**config.mk**
```make
export PLATFORM = sky130hd
export DESIGN_NAME = nibble_alu_sequencer_flat
export DESIGN_NICKNAME = d
export VERILOG_FILES = /design/src/rtl/nibble_alu_sequencer_if.sv /design/src/rtl/nibble_alu_sequencer.sv /design/src/flat_wrapper.sv
export SDC_FILE = /design/constraint.sdc
export NUM_CORES = 1
export LEC_CHECK = 0
export ABC_AREA = 1
export CAP_MARGIN = 20
export CORE_MARGIN = 2
export CORE_UTILIZATION = 44
export DETAILED_ROUTE_END_ITERATION = 16
export PLACE_DENSITY_LB_ADDON = 0.12
export SKIP_LAST_GASP = 1
export SLEW_MARGIN = 20
export SYNTH_ARGS = -nofsm -noshare
export SYNTH_HDL_FRONTEND = slang
export SYNTH_SLANG_ARGS = --single-unit
```
**constraint.sdc**
```tcl
create_clock -name clk -period 1.5 [get_ports clk]
set_input_delay 0.375 -clock clk [delete_from_list [all_inputs] [get_ports clk]]
set_output_delay 0.375 -clock clk [all_outputs]
set_load 0.05 [all_outputs]
```
**src/rtl/nibble_alu_sequencer_if.sv**
```systemverilog
// Request/response bundle between the issue logic and the nibble ALU sequencer.
// The issue side holds the master modport; the sequencer holds the slave modport.
interface nibble_alu_sequencer_if #(
    parameter int P_XLEN = 32
);
    logic              req_val;
    logic              req_rdy;
    logic [2:0]        req_op;
    logic [P_XLEN-1:0] req_a;
    logic [P_XLEN-1:0] req_b;
    logic              resp_val;
    logic              resp_rdy;
    logic [P_XLEN-1:0] resp_result;
    logic              resp_carry;
    logic              resp_ne;

    modport master (
        output req_val, req_op, req_a, req_b, resp_rdy,
        input  req_rdy, resp_val, resp_result, resp_carry, resp_ne
    );

    modport slave (
        input  req_val, req_op, req_a, req_b, resp_rdy,
        output req_rdy, resp_val, resp_result, resp_carry, resp_ne
    );
endinterface

```
**src/rtl/nibble_alu_sequencer.sv**
```systemverilog
// Nibble-serial controller for the 4-bit ALU slice: takes a full-width
// operation, feeds the slice LSB nibble first while chaining the carry, and
// returns the assembled result plus carry/inequality flags.
module nibble_alu_sequencer #(
    parameter int P_XLEN = 32,
    parameter int P_NNIB = P_XLEN / 4
) (
    input  logic                         clk,
    input  logic                         reset_n,
    nibble_alu_sequencer_if.slave        bus,
    output logic [3:0]                   alu_in_a,
    output logic [3:0]                   alu_in_b,
    output logic                         alu_in_c,
    output logic                         alu_addsub_fn,
    output logic [1:0]                   alu_logic_fn,
    input  logic [3:0]                   alu_sum,
    input  logic                         alu_carry,
    input  logic                         alu_ne,
    input  logic [3:0]                   alu_fn_out
);
    localparam int IDX_W = (P_NNIB > 1) ? $clog2(P_NNIB) : 1;

    localparam logic [2:0] OP_ADD  = 3'b000;
    localparam logic [2:0] OP_SUB  = 3'b001;
    localparam logic [2:0] OP_XOR  = 3'b010;
    localparam logic [2:0] OP_OR   = 3'b011;
    localparam logic [2:0] OP_AND  = 3'b100;
    localparam logic [2:0] OP_SLT  = 3'b101;
    localparam logic [2:0] OP_SLTU = 3'b110;
    localparam logic [2:0] OP_SEQ  = 3'b111;

    typedef enum logic [1:0] {IDLE, BUSY, DONE} state_t;

    state_t            state, state_next;
    logic [2:0]        op;
    logic [P_XLEN-1:0] a_sh, b_sh;
    logic [P_XLEN-1:0] result;
    logic [IDX_W-1:0]  idx;
    logic              carry_reg;
    logic              ne_acc;
    logic              resp_carry_q;
    logic              is_logic, is_sub, last_nib;
    logic [3:0]        nib_in;
    logic [P_XLEN-1:0] word_shift;

    // Compare ops turn the assembled difference into a single-bit answer.
    // sa/sb are the operand sign bits, taken from the last nibble fed to the slice.
    function automatic logic [P_XLEN-1:0] finalise(
        input logic [2:0]        f_op,
        input logic [P_XLEN-1:0] word,
        input logic              carry_final,
        input logic              ne_final,
        input logic              sa,
        input logic              sb
    );
        logic [P_XLEN-1:0] r;
        r = '0;
        case (f_op)
            OP_SLTU: r[0] = ~carry_final;
            OP_SLT:  r[0] = (sa != sb) ? sa : word[P_XLEN-1];
            OP_SEQ:  r[0] = ~ne_final;
            default: r = word;
        endcase
        return r;
    endfunction

    assign is_logic   = (op == OP_XOR) || (op == OP_OR) || (op == OP_AND);
    assign is_sub     = (op == OP_SUB) || (op == OP_SLT) || (op == OP_SLTU) || (op == OP_SEQ);
    assign last_nib   = (idx == IDX_W'(P_NNIB - 1));
    assign nib_in     = is_logic ? alu_fn_out : alu_sum;
    assign word_shift = {nib_in, result[P_XLEN-1:4]};

    assign bus.resp_result = result;
    assign bus.resp_carry  = resp_carry_q;
    assign bus.resp_ne     = ne_acc;

    // State register.
    always_ff @(posedge clk or negedge reset_n) begin
        if (!reset_n) state <= IDLE;
        else          state <= state_next;
    end

    // Next-state decode and slice/handshake outputs; slice inputs idle at 0 outside BUSY.
    always_comb begin
        state_next    = state;
        bus.req_rdy   = 1'b0;
        bus.resp_val  = 1'b0;
        alu_in_a      = 4'h0;
        alu_in_b      = 4'h0;
        alu_in_c      = 1'b0;
        alu_addsub_fn = 1'b0;
        alu_logic_fn  = 2'b00;
        case (state)
            IDLE: begin
                bus.req_rdy = reset_n;
                if (bus.req_val) state_next = BUSY;
            end
            BUSY: begin
                alu_in_a      = a_sh[3:0];
                alu_in_b      = b_sh[3:0];
                alu_addsub_fn = is_sub;
                alu_in_c      = (idx == '0) ? is_sub : carry_reg;
                case (op)
                    OP_OR:   alu_logic_fn = 2'b10;
                    OP_AND:  alu_logic_fn = 2'b11;
                    default: alu_logic_fn = 2'b00;
                endcase
                if (last_nib) state_next = DONE;
            end
            DONE: begin
                bus.resp_val = 1'b1;
                if (bus.resp_rdy) state_next = IDLE;
            end
            default: state_next = IDLE;
        endcase
    end

    // Operand capture, nibble walk, flag accumulation and result finalisation.
    always_ff @(posedge clk or negedge reset_n) begin
        if (!reset_n) begin
            op           <= OP_ADD;
            a_sh         <= '0;
            b_sh         <= '0;
            result       <= '0;
            idx          <= '0;
            carry_reg    <= 1'b0;
            ne_acc       <= 1'b0;
            resp_carry_q <= 1'b0;
        end else begin
            case (state)
                IDLE: begin
                    if (bus.req_val) begin
                        op        <= bus.req_op;
                        a_sh      <= bus.req_a;
                        b_sh      <= bus.req_b;
                        result    <= '0;
                        idx       <= '0;
                        carry_reg <= 1'b0;
                        ne_acc    <= 1'b0;
                    end
                end
                BUSY: begin
                    carry_reg <= alu_carry;
                    ne_acc    <= ne_acc | alu_ne;
                    a_sh      <= a_sh >> 4;
                    b_sh      <= b_sh >> 4;
                    if (last_nib) begin
                        result       <= finalise(op, word_shift, alu_carry, ne_acc | alu_ne,
                                                 a_sh[3], b_sh[3]);
                        resp_carry_q <= is_logic ? 1'b0 : alu_carry;
                    end else begin
                        result <= word_shift;
                        idx    <= idx + 1'b1;
                    end
                end
                default: ;
            endcase
        end
    end
endmodule

```
**src/flat_wrapper.sv**
```systemverilog
// flat-port wrapper written by rule: the top's interface ports become plain ports
module nibble_alu_sequencer_flat 
#(
    parameter int P_XLEN = 32,
    parameter int P_NNIB = P_XLEN / 4
)
  (clk, reset_n, alu_in_a, alu_in_b, alu_in_c, alu_addsub_fn, alu_logic_fn, alu_sum, alu_carry, alu_ne, alu_fn_out, bus_req_val, bus_req_op, bus_req_a, bus_req_b, bus_resp_rdy, bus_req_rdy, bus_resp_val, bus_resp_result, bus_resp_carry, bus_resp_ne);
  nibble_alu_sequencer_if #(.P_XLEN(P_XLEN)) bus_i ();
  input  logic clk;
  input  logic reset_n;
  output logic [3:0] alu_in_a;
  output logic [3:0] alu_in_b;
  output logic alu_in_c;
  output logic alu_addsub_fn;
  output logic [1:0] alu_logic_fn;
  input  logic [3:0] alu_sum;
  input  logic alu_carry;
  input  logic alu_ne;
  input  logic [3:0] alu_fn_out;
  input wire logic [$bits(bus_i.req_val)-1:0] bus_req_val;
  input wire logic [$bits(bus_i.req_op)-1:0] bus_req_op;
  input wire logic [$bits(bus_i.req_a)-1:0] bus_req_a;
  input wire logic [$bits(bus_i.req_b)-1:0] bus_req_b;
  input wire logic [$bits(bus_i.resp_rdy)-1:0] bus_resp_rdy;
  output wire logic [$bits(bus_i.req_rdy)-1:0] bus_req_rdy;
  output wire logic [$bits(bus_i.resp_val)-1:0] bus_resp_val;
  output wire logic [$bits(bus_i.resp_result)-1:0] bus_resp_result;
  output wire logic [$bits(bus_i.resp_carry)-1:0] bus_resp_carry;
  output wire logic [$bits(bus_i.resp_ne)-1:0] bus_resp_ne;
  assign bus_i.req_val = bus_req_val;
  assign bus_i.req_op = bus_req_op;
  assign bus_i.req_a = bus_req_a;
  assign bus_i.req_b = bus_req_b;
  assign bus_i.resp_rdy = bus_resp_rdy;
  assign bus_req_rdy = bus_i.req_rdy;
  assign bus_resp_val = bus_i.resp_val;
  assign bus_resp_result = bus_i.resp_result;
  assign bus_resp_carry = bus_i.resp_carry;
  assign bus_resp_ne = bus_i.resp_ne;
  nibble_alu_sequencer #(.P_XLEN(P_XLEN), .P_NNIB(P_NNIB)) u_core (.clk(clk), .reset_n(reset_n), .bus(bus_i), .alu_in_a(alu_in_a), .alu_in_b(alu_in_b), .alu_in_c(alu_in_c), .alu_addsub_fn(alu_addsub_fn), .alu_logic_fn(alu_logic_fn), .alu_sum(alu_sum), .alu_carry(alu_carry), .alu_ne(alu_ne), .alu_fn_out(alu_fn_out));
endmodule
```
==> results.cfg, run 1 <==
[sta]
rsz0062_at_grt = yes
worst_slew_pin_slew_ns = 0.600
period_minus_slack_ns = 1.90
relSlewSlack_pct = 60.0
slew_viol_final = 0
setup_ws_ns = -0.398
timing.fmax_mhz = 527
hold_viol_final = 0
finalSetupViolCount = 94
finClkSkew_ns = 0.0177
finalCritPeriodShare_pct = 127

[drt]
finalWirelength_microns = 15000
drc = 0
drtPass1Iterations = 4
drtIter0Drc = 242
vias_per_cell = 5.36
num_vias = 4570
wire_per_inst_microns = 17.6
ant_nets = 0

[worst_setup_path]
cp_slowest_stage_delay_ns = 0.40
r2r_cells = 9
crit_fanout = 2
path_depth = 7
worstSetupEndpointType = output port
cpMostUsedCell = inv_2
crit_family = flip-flops
critPathSlowestCell = dfrtp_1
cp_num_buf_inv = 3
cp_data_arrival_time_ns = 1.52
cp-start-kind = register
cp.required_ns = 1.12
timing_worst_setup_path_type = reg2out
path_cells = inv_2 -> ha_4 -> inv_2 -> nor2_4 -> o21ai_2 -> a21oi_4 -> buf_12

[power]
ir_drop_mv = 1.42
internal_power_uw = 11300
p_seq_share_pct = 24.5
pwr_density_cell_nw_per_um2 = 2580
switching_share_pct = 44.7
combPwrFrac_pct = 66.9
p_switching_uw = 9080
power.clock.fraction_pct = 8.6
leakagePower_uw = 0.00360

[global_routing]
grt_use_total_pct = 21.6
grt_antenna_before_repair = 0
overflow = 0
grt_max_degree = 108
grt_pass1_vias = 4043
grt_first_pass_wirelength_microns = 20000

[clock_tree]
cts_buffers = 9
worst_skew_pair.late_latency_ns = 0.37
clkTransAtPathRegs_ns = 0.10
hold_buffers = 0
cts-htree-levels = 3
clockRootBuffer = clkbuf_8
clock-sinks = 107
clock_path_buffers = 2
cts_tree = yes

[synth]
yosysTopAreaCell = dfrtp_1
seq_area_frac_synth_pct = 54.8
synth_cell_types = 23
ys_top_cells_by_area = dfrtp_1 (55%), o211ai_1 (8.6%), inv_1 (7.8%), nand2_1 (5.9%), o21ai_0 (5.2%)
synthCells = 542
ys_seq_elements = 107
syn_area_per_cell_sq_um = 9.01
synth_nets = 626
synth_area_sq_um = 4880
netlist.area_leader.share_pct = 54.8
synth.yosys.warnings = 0

[place]
place_congestion = 0.804
dp_hpwl_microns = 8690
port_buffers = 128
dp.cells = 805

[layout]
multiInputGateArea_sq_um = 1890
num-fill-cells = 788
ff_latch_area_sq_um = 2680
fin_util_pct = 72.6
area_growth_pct = 61.2
antenna_cells = 0
drive_above_1_share_pct = 24.9
fin_nets = 792
final_cells = 852
final_common_cell = dfrtp_1
layout_common_cells = dfrtp_1 (104), inv_1 (98), clkdlybuf4s50_1 (79), nand2_1 (70), o21ai_1 (58)

[run_status]
failed_checks = setup timing
status = finished, violations left

[floorplanning]
die_w_microns = 109
rows = 38
die_h_microns = 109
dieArea_sq_um = 12000
ios = 129
initial_core_util_pct = 45.0
core_area_sq_um = 10800

[run]
drv_cap = 0

[worst_hold_path]
worstHoldPathType = in2async
==> Yosys cell counts (all sizes together) <==
cell and number:
nor2 24, dfrtp 107, ha 3, nand3 16, o21ai 81, nor3b 1
a21oi 8, inv 104, mux2 1, buf 24, o211ai 56, or2 1
o22ai 25, o21bai 1, nand2 79, a22o 1, clkbuf 10
==> repair_timing <==
| action | 4_1_cts | 5_1_grt |
|---|---|---|
| setup buffers | 8 | 9 |
| gates cloned | 1 | 15 |
| pin swaps | 5 | 10 |
| resized for setup | 29 | 82 |
| setup endpoints to repair | 81 | 101 |
==> worst paths after layout <==
check	slack, ns	startpoint	end
min	0.05	reset_n	u_core.a_sh[17]
max in group asynchronous	0.93	reset_n	u_core.state[1]
max	-0.40	u_core.idx[0]	alu_in_c
min reg2reg	0.53	u_core.a_sh[17]	u_core.a_sh[17]
max reg2reg	-0.17	u_core.idx[1]	u_core.idx[0]
min in group clk	0.53	u_core.a_sh[17]	u_core.a_sh[17]
==> final cells by class <==
class / count / area share [%]
Sequential cell: 107 / 34.1
Tap cell: 140 / 2.23
Inverter: 104 / 5.06
Clock inverter: 4 / 0.668
Multi-Input combinational cell: 299 / 24.0
Clock buffer: 11 / 1.67
Timing Repair Buffer: 187 / 32.4
==> logic make-up (layout without fill, tap and decap cells) <==
kind of cell    after synthesis  count (layout)  share of synthesized area [%]
buf+inv                     138             306                           12.5
flops                       107             107                           54.8
fa+ha+maj                     3               3                          0.769
compound gates              172             172                           21.3
simple gates                121             123                           10.5
mux                           1               1                          0.231
==> per-stage QoR <==
step                      setup slack [ns]  area, sq um  TNS, ns  hold WS (ns)  total power (uW)
final                               -0.398         7870   -10.29        0.0519             20300
after global routing                -0.455         7870   -16.04         0.126             21500
after CTS                           -0.368         7270    -5.50         0.121             18000
after detailed placement            -0.213         6910   -13.48         0.480             15600
after global placement              -0.162         6910    -9.37         0.469             15300
after floorplan                     -0.368         4910    -3.58        0.0794             11300
==> power groups by stage <==
stage / Sequential [uW] / Clock [uW] / Combinational (uW)
CTS: 4920 / 1760 / 11300
detailed placement: 4970 / 0 / 10600
global placement: 4920 / 0 / 10400
floorplan: 5910 / 0 / 5410
finish: 4980 / 1750 / 13600
global route: 5090 / 1880 / 14500
==> per-layer routing <==
| layer | track usage, % | vias up | routed length [microns] |
|---|---|---|---|
| li1 | - | 2124 | - |
| met1 | 30.1 | 2259 | 6150 |
| met2 | 34.3 | 166 | 7640 |
| met3 | 3.32 | 21 | 921 |
| met4 | 8.14 | 0 | 275 |
| met5 | 0 | - | 0 |
Power figures use the tool's default switching activity.
==> inputs of run 2 (changes only) <==
--- a/config.mk
+++ b/config.mk
@@ -6,5 +6,5 @@
 export NUM_CORES = 1
 export LEC_CHECK = 0
-export ABC_AREA = 1
+export ABC_AREA = 0
 export CAP_MARGIN = 20
 export CORE_MARGIN = 2
==> constraint.sdc (replaced) <==
create_clock -name clk -period 1.5 [get_ports clk]
set_input_delay 0.375 -clock clk [delete_from_list [all_inputs] [get_ports clk]]
set_output_delay 0.375 -clock clk [all_outputs]
set_load 0.005 [all_outputs]
==> run 2 against run 1 <==
The run still ends with setup timing left. Critical path depth unchanged. Combinational power fell by 37%. Die area fell by 2.0%. Register-to-register slack got worse by 0.24 ns. Largest power group unchanged.
==> results.cfg, run 2 <==
[clock_tree]
clock-sinks = 107
clock_path_buffers = 2
cts-htree-levels = 3
cts_tree = yes
clockRootBuffer = clkbuf_8
clkTransAtPathRegs_ns = 0.10
worst_skew_pair.late_latency_ns = 0.39
hold_buffers = 0
cts_buffers = 9

[worst_hold_path]
worstHoldPathType = in2async

[global_routing]
grt_first_pass_wirelength_microns = 20800
grt_max_degree = 61
grt_antenna_before_repair = 0
overflow = 0
grt_use_total_pct = 23.1
grt_pass1_vias = 4147

[sta]
slew_viol_final = 0
period_minus_slack_ns = 1.99
setup_ws_ns = -0.487
finalSetupViolCount = 118
finClkSkew_ns = 0.0143
finalCritPeriodShare_pct = 132
tns_ns = -30.47
rsz0062_at_grt = yes
timing.fmax_mhz = 503
relSlewSlack_pct = 48.7
worst_slew_pin_slew_ns = 0.770
hold_viol_final = 0

[worst_setup_path]
cp_slowest_stage_delay_ns = 0.45
critPathSlowestCell = dfrtp_2
cp_num_buf_inv = 5
cp-start-kind = register
cpMostUsedCell = buf_6
timing_worst_setup_path_type = reg2out
crit_family = buffers and inverters
cp.required_ns = 1.12
crit_fanout = 3
cp_data_arrival_time_ns = 1.61
path_cells = nor2b_4 -> buf_6 -> buf_6 -> buf_6 -> buf_6 -> and2_4 -> buf_6
worstSetupEndpointType = output port

[synth]
synth.yosys.warnings = 0
synthArstFlopShare_pct = 100
synth_common_cells = dfrtp_1 (107), nand2_1 (66), o21ai_1 (59), mux2i_1 (57), a22o_1 (37)
ys_seq_elements = 107
seq_area_frac_synth_pct = 56.0
synthCells = 421
synth_area_sq_um = 4780
ys_top_cells_by_area = dfrtp_1 (56%), mux2i_1 (12%), a22o_1 (6.8%), o21ai_1 (6.2%), nand2_1 (5.2%)
synth_edf_count = 0
synth_cell_types = 35
yosysTopAreaCell = dfrtp_1
synth_most_common_cell = dfrtp_1
netlist.area_leader.share_pct = 56.0
ys.flop_type = dfrtp_1
syn_area_per_cell_sq_um = 11.4
synth_nets = 505

[layout]
final_cells = 799
fin_nets = 739
num-fill-cells = 799
area_growth_pct = 62.0
fin_util_pct = 72.1
multiInputGateArea_sq_um = 2080
layout_common_cells = dfrtp_1 (106), clkdlybuf4s50_1 (79), buf_4 (76), nand2_1 (66), o21ai_1 (59)
final_common_cell = dfrtp_1
antenna_cells = 0
drive_above_1_share_pct = 30.2
finish.instance_area_sq_um = 7750
ff_latch_area_sq_um = 2680

[drt]
num_vias = 4102
finalWirelength_microns = 13800
wire_per_inst_microns = 17.3
ant_nets = 0
drc = 0
drtPass1Iterations = 4
drtIter0Drc = 200
vias_per_cell = 5.13

[place]
place_area_sq_um = 6500
place_congestion = 0.823
dp_hpwl_microns = 7890
preCtsSetupSlack_ns = -0.426
port_buffers = 128
dp.cells = 705

[power]
pwr_density_cell_nw_per_um2 = 1980
power.clock.fraction_pct = 13.9
switching_share_pct = 34.6
ir_drop_mv = 1.14
p_switching_uw = 5300
internal_power_uw = 10000
leakagePower_uw = 0.00360
p_seq_share_pct = 30.5
combPwrFrac_pct = 55.6

[floorplanning]
ios = 129
dieArea_sq_um = 11700
core_area_sq_um = 10700
initial_core_util_pct = 44.5
die_w_microns = 108
die_h_microns = 108
rows = 38

[run_status]
status = finished, violations left
failed_checks = setup timing

[run]
drv_cap = 0
run 2: logic make-up after synthesis:
kind of cell | Yosys count | share of synthesized area [%]
adder cells (fa/ha/maj) | 3 | 0.785
AND/OR/NAND/NOR | 99 | 9.42
AO/OA/AOI/OAI | 115 | 16.2
multiplexers | 60 | 12.6
flip-flops | 107 | 56.0
buffers and inverters | 37 | 5.00
run 2: final cells by class:
| type | count | share of cell area (%) |
|---|---|---|
| clock buffer | 11 | 1.82 |
| timing repair buffer | 252 | 32.9 |
| clock inverter | 4 | 1.28 |
| tap | 140 | 2.26 |
| multi-input combinational | 280 | 26.9 |
| sequential | 107 | 34.6 |
| inverter | 5 | 0.242 |
run 2: power groups by stage:
stage / combinational, uW / sequential, uW / clock [uW]
floorplan: 3480 / 4660 / 0
global placement: 5900 / 4750 / 0
detailed placement: 6030 / 4780 / 0
CTS: 7730 / 4590 / 2190
global route: 9200 / 4790 / 2270
finish: 8510 / 4670 / 2120
run 2: repair_timing:
| action | CTS | global route |
|---|---|---|
| setup buffers | 62 | 7 |
| endpoints found under the hold margin | 0 | 0 |
| setup endpoints to repair | 137 | 121 |
| gates cloned | 8 | 7 |
| resized for setup | 142 | 34 |
| pin swaps | 13 | 21 |
run 2: final timing paths:
check,startpoint,end,slack (ns),cells after the start
worst max register to register,u_core.state[0],u_core.b_sh[25],-0.41,10
max in group asynchronous,reset_n,u_core.b_sh[30],0.73,3
worst min register to register,u_core.b_sh[11],u_core.b_sh[7],0.50,2
worst min-delay path,reset_n,u_core.bus.resp_result[1],0.18,3
worst max-delay path,u_core.state[1],alu_in_b[0],-0.49,7
min in group clk,u_core.b_sh[11],u_core.b_sh[7],0.50,2
run 2: worst min-delay path, cell delays in order:
cell and delay (ns):
buf_4 0.09, buf_4 0.10, buf_4 0.48
run 2: per-stage QoR:
step	hold WS (ns)	power, uW
after global routing	0.225	16300
after global placement	0.466	10700
after floorplan	0.0794	8140
final	0.181	15300
after CTS	0.199	14500
after detailed placement	0.474	10800
run 2: layer usage:
| layer | vias up | GRT usage (%) | part of all wire [%] |
|---|---|---|---|
| li1 | 1975 | - | - |
| met1 | 1988 | 29.8 | 43 |
| met2 | 119 | 37.9 | 49 |
| met3 | 20 | 6.39 | 6.3 |
| met4 | 0 | 7.78 | 2.0 |
| met5 | - | 0 | 0 |
==> inputs of run 3 (changes only) <==
- ABC_AREA: 0 -> default
==> results of run 3 <==
No change in the layout: final DEF, timing and power equal those of run 2.
